### src/rtl/cbus_arbiter2.sv
// cbus_arbiter2: merges the fetch and data cbus requests into one MMU stream.
// The granted request is latched and frozen until the MMU signals ready+last.
package cbus_pkg;

    typedef struct packed {
        logic        valid;
        logic        is_write;
        logic [31:0] addr;
        logic [1:0]  size;
        logic [3:0]  len;
        logic        burst;
        logic [3:0]  strobe;
        logic [31:0] data;
    } cbus_req_t;

    typedef struct packed {
        logic        ready;
        logic        last;
        logic [31:0] data;
    } cbus_resp_t;

endpackage

module cbus_arbiter2
    import cbus_pkg::*;
#(
    parameter int ROUND_ROBIN = 1
) (
    input  logic       clk,
    input  logic       rst_n,
    input  cbus_req_t  ireq,
    output cbus_resp_t iresp,
    input  cbus_req_t  dreq,
    output cbus_resp_t dresp,
    output cbus_req_t  oreq,
    input  cbus_resp_t oresp,
    output logic       grant,
    output logic       busy
);

    typedef enum logic {
        S_IDLE,
        S_BUSY
    } state_t;

    state_t    state_q;
    cbus_req_t oreq_q;
    logic      grant_q;
    logic      last_grant_q;

    logic      any_valid;
    logic      both_valid;
    logic      d_only;
    logic      done;
    logic      win;

    assign any_valid  = ireq.valid | dreq.valid;
    assign both_valid = ireq.valid & dreq.valid;
    assign d_only     = dreq.valid & ~ireq.valid;
    assign done       = oresp.ready & oresp.last;

    // Ties go to the port that did not win last time, or to data when fixed.
    always_comb begin
        win = 1'b0;
        unique case (1'b1)
            both_valid: win = (ROUND_ROBIN != 0) ? ~last_grant_q : 1'b1;
            d_only:     win = 1'b1;
            default:    win = 1'b0;
        endcase
    end

    always_ff @(posedge clk or negedge rst_n) begin
        if (!rst_n) begin
            state_q      <= S_IDLE;
            oreq_q       <= '0;
            grant_q      <= 1'b0;
            last_grant_q <= 1'b1;
        end else begin
            unique case (state_q)
                S_IDLE: begin
                    if (any_valid) begin
                        oreq_q       <= win ? dreq : ireq;
                        grant_q      <= win;
                        last_grant_q <= win;
                        state_q      <= S_BUSY;
                    end
                end
                S_BUSY: begin
                    if (done) begin
                        oreq_q.valid  <= 1'b0;
                        oreq_q.strobe <= '0;
                        state_q       <= S_IDLE;
                    end
                end
            endcase
        end
    end

    // Only the owner sees the MMU response, and only while a transaction is open.
    always_comb begin
        iresp = '0;
        dresp = '0;
        if (state_q == S_BUSY) begin
            if (grant_q) begin
                dresp = oresp;
            end else begin
                iresp = oresp;
            end
        end
    end

    assign oreq  = oreq_q;
    assign grant = grant_q;
    assign busy  = (state_q == S_BUSY);

endmodule

### config.mk
export PLATFORM = sky130hd
export DESIGN_NAME = cbus_arbiter2
export DESIGN_NICKNAME = d
export VERILOG_FILES = /design/src/rtl/cbus_arbiter2.sv
export SDC_FILE = /design/constraint.sdc
export NUM_CORES = 1
export LEC_CHECK = 0
export ABC_AREA = 1
export BUFFER_PORTS_ARGS = -buffer_cell sky130_fd_sc_hd__buf_2
export CAP_MARGIN = 5
export CORE_AREA = 2 2 133 135
export CTS_CLUSTER_SIZE = 25
export DETAILED_ROUTE_END_ITERATION = 8
export DIE_AREA = 0 0 135 137
export PLACE_DENSITY = 0.67
export SYNTH_ARGS = -nofsm -noshare
export SYNTH_HDL_FRONTEND = slang
export SYNTH_SLANG_ARGS = --single-unit
### constraint.sdc
create_clock -name clk -period 1.7 [get_ports clk]
set_clock_uncertainty 0.15 [all_clocks]
set_input_delay 0.255 -clock clk [delete_from_list [all_inputs] [get_ports clk]]
set_output_delay 0.255 -clock clk [all_outputs]
set_load 0.01 [all_outputs]
# Word level (Yosys, flattened, before mapping)

Cells that the tools add are included.
Widths: inputs -> output; s select.

Logic and storage cells: 36
Flip-flop bits (word level): 80
Output and inout bits: 147
Bits of input ports: 190

Multiplexer cells: 14
Equal/unequal tests: 2
Bitwise logic cells: 7
Reductions and logical operators: 2

Operators with widths:

| operator           | number |
|---|---|
| $mux 77            | 2 |
| $mux 34            | 4 |
| $pmux 4 s2         | 1 |
| $pmux 1 s2         | 3 |
| $mux 4             | 1 |
| $reduce_and 2->1   | 2 |
| $and 1x1->1        | 3 |
| $mux 1             | 3 |
| $not 1->1          | 3 |
| $ne 2x1->1 const B | 1 |
| $ne 2x2->1 const B | 1 |
| $or 1x1->1         | 1 |

# Longest topological paths before layout

Depth in word-level cells: 6
Mapped depth: 7
Mapped depth without buffers: 5

# Worst setup path before layout

No wires, ideal clock.

Path kind: reg2out
Start point: reg state_q (netlist: busy)
End point: out dresp[10] in the netlist's numbering
Arrival: 1.062 ns
Required time: 1.295 ns
Buffers on the path: 1
Path slack: 0.233 ns
Cell stages (with the launch flop): 4
Path through: dfrtp_1 nand2_1 clkbuf_1 nor2_1

RTL lines:

| item                   | RTL line | source |
|---|---|---|
| from (decl)            | 46       | `state_t state_q;` |
| from (signal assigned) | 74       | `state_q <= S_IDLE;` |
| from (signal assigned) | 85       | `state_q <= S_BUSY;` |
| from (signal assigned) | 92       | `state_q <= S_IDLE;` |
| to (decl)              | 34       | `output cbus_resp_t dresp,` |

==> impl_metrics.csv <==
group,metric,value,unit
setup_path,cp_slowest_cell,"dfrtp_1",
clocking,insertion_delay,0.34,ns
die,ioPinCount,337,
logic_synthesis,synth_top_area_share,40.2,%
clocking,clock-root-buffer,"clkbuf_16",
logic_synthesis,yosys.area.top_type,"dfrtp_1",
detailed_routing,wire_per_inst,14.0,µm
logic_synthesis,syn-num-nets,968,
timing,finalCritPeriodShare,101,%
logic_synthesis,synthFlopType,"dfrtp_1",
clocking,htreeDepth,3,
setup_path,path_cells,"inv_2 > nand2_4 > buf_12 > nor2_2 > buf_6",
logic_synthesis,yosysMostFrequentCell,"nand2_1",
setup_path,worstSetupStartpoint,"grant",
timing,setup_violations,31,
die,rows,48,
logic_synthesis,ys_seq_elements,80,
logic_synthesis,synth_edf_count,0,
run_status,violations,"negative setup slack",
grt,grt_first_pass_wirelength,27500,µm
final_layout,drive_gt1_share,36.3,%
place,place.gp.congestion,0.843,
grt,grt_use_total,19.5,%
final_layout,fin_util,43.0,%
die,start_util,28.8,%
grt,grt_max_degree,64,
timing,fin_crit,1.71,ns
timing,fmax,0.584,GHz
place,port_buffers,336,
grt,antenna_found_initial,6,
final_layout,regArea,2000,µm²
clocking,cts_max_path_buffers,2,
pwr,power_leakage,4.85,nW
timing,hold_violations,0,
detailed_routing,first_pass_iters,4,
detailed_routing,ant_nets,0,
logic_synthesis,synth_common_cells,"nand2_1, inv_1, nand3_1",
setup_path,crit_required,1.29,ns
grt,grt_pass1_vias,5257,
place,dp.cells,1308,
detailed_routing,vias,5793,
pwr,power_density,999,nW/µm²
timing,slew_headroom,70.5,%
flow_run,maxCapViolCount,0,
place,detailed_place_hpwl,14000,µm
logic_synthesis,syn_area,4920,µm²
clocking,cts.sinks,80,
logic_synthesis,yosysWarnings,0,
final_layout,multi_input_area,2020,µm²
timing,rsz0062_at_grt,"true",
timing,finalWorstSetupSlack,-0.0132,ns
hold_path,hold_class,"in2reg",
logic_synthesis,synth.avg_cell_area,6.32,µm²
clocking,cts_made_buffers,9,
timing,worst_pin_slew,0.443,ns
setup_path,cp_max_fo,17,
final_layout,fill_cells,1815,
setup_path,cp-end-kind,"output pin",
final_layout,syn2layout_area_growth,49.2,%
logic_synthesis,async_reset_ff_share,100,%
clocking,cts_tree,"built",
logic_synthesis,yosysUniqueCellTypes,17,
detailed_routing,dr.first_iter.drc_count,226,
detailed_routing,drc,0,
grt,overflow,0,
setup_path,cp_slowest_stage_delay,0.40,ns
setup_path,cp.arrival,1.31,ns
pwr,total_power,7.33,mW
logic_synthesis,synth_cells,778,
setup_path,setup.worst_path.class,"reg2out",
detailed_routing,wirelength,18700,µm
logic_synthesis,ys_seq_area_share,40.7,%
final_layout,nets,1291,
final_layout,post_layout_nonfiller_instances,1335,
die,die_area,18500,µm²
setup_path,r2r_slack,0.10,ns
die,dieHeight,137,µm
die,core,17100,µm²
pwr,peakVddDrop,0.000426,V
setup_path,r2r_start,"busy",
hold_path,holdCritStartpoint,"ireq[12]",
logic_synthesis,synthTopCellsByArea,"dfrtp_1, nand2_1, nand3_1, inv_1, nor2_1",
run_status,status,"complete, but fails checks",
die,die_x,135,µm
detailed_routing,viasPerCell,4.34,
timing,hold_slack,0.0497,ns
setup_path,start_kind,"flip-flop",
timing,slew_violations,0,
clocking,cts.clk_slew.worst_paths,0.07,ns
==> worst max-delay path, delay by kind of cell, from the launching register on <==
family        cells  cell delay, ns
buf+inv           3            0.38
flops             1            0.40
simple gates      2            0.19
==> power breakdown <==
| part | total, mW | switching [mW] | internal, mW | leakage, nW |
|---|---|---|---|---|
| sequential | 2.63 | 0.258 | 2.37 | 0.976 |
| clock | 1.89 | 0.844 | 1.05 | 0.137 |
| combinational | 2.82 | 1.64 | 1.18 | 3.73 |
==> worst paths after layout <==
check,endpoint,depth (start not counted)
worst max-delay path,iresp[32],5
worst min-delay path,oreq[12],5
worst max register to register,oreq[50],6
worst min register to register,oreq[76],2
max in group asynchronous,oreq[18],3
min in group asynchronous,oreq[12],2
==> flip-flops by register name, summed over array words and instances, names as in the netlist <==
name / flops
oreq: 77
busy: 1
grant: 1
last_grant_q: 1
==> repair_timing <==
action | in CTS | in global routing
hold buffers | 1 | 0
gates resized for setup | 17 | 13
setup endpoints to repair | 68 | 68
setup buffers | 3 | 1
cloned | 2 | 0
hold endpoints to repair | 57 | 0
==> routing by layer <==
metal | wire [µm] | track usage [%] | part of all wire, %
met1 | 6890 | 20.7 | 37
met2 | 9800 | 36.4 | 52
met3 | 1340 | 4.52 | 7.2
met4 | 648 | 9.43 | 3.5
met5 | 0 | 0 | 0
==> area by class of cell <==
| type | count | area share (%) |
|---|---|---|
| clock inverters | 6 | 0.716 |
| inverters | 188 | 9.62 |
| well taps | 225 | 3.84 |
| repair buffers | 359 | 27.6 |
| flip-flops and latches | 80 | 27.3 |
| multi-input cells | 463 | 27.6 |
| diodes | 4 | 0.136 |
| clock buffers | 10 | 3.26 |
==> metrics by stage <==
step / instance area, µm² / setup TNS (ns) / setup slack, ns
6_report: 7340 / -0.167 / -0.0132
5_1_grt: 7340 / -3.19 / -0.0739
4_1_cts: 7290 / -0.213 / -0.0176
3_5_place_dp: 6860 / 0 / 0.179
3_3_place_gp: 6860 / 0 / 0.201
2_1_floorplan: 4920 / 0 / 0.233
==> layout by cell type, fill, tap and decap left out, types with 2 or more instances in the layout <==
cell        instances
clkinvlp_4          2
inv_2               2
nand3_1           158
nor2_2             17
clkbuf_16           9
buf_16              2
buf_2             334
inv_1             186
nor2_1             52
buf_12              9
nand2_4             2
clkinv_4            3
dfrtp_1            78
buf_6               2
buf_4              11
nand2_1           228
diode_2             4
nand2_2             2
==> cells by family (layout without fill, tap and decap cells) <==
| kind of cell | after synthesis | after routing | share of synthesized area (%) |
|---|---|---|---|
| flip-flops | 80 | 80 | 40.7 |
| AND/OR/NAND/NOR | 460 | 460 | 39.4 |
| AO/OA/AOI/OAI | 3 | 3 | 0.585 |
| other | 0 | 4 | 0 |
| buffers and inverters | 235 | 563 | 19.2 |
Note: power is estimated with default switching activity, not from simulation.
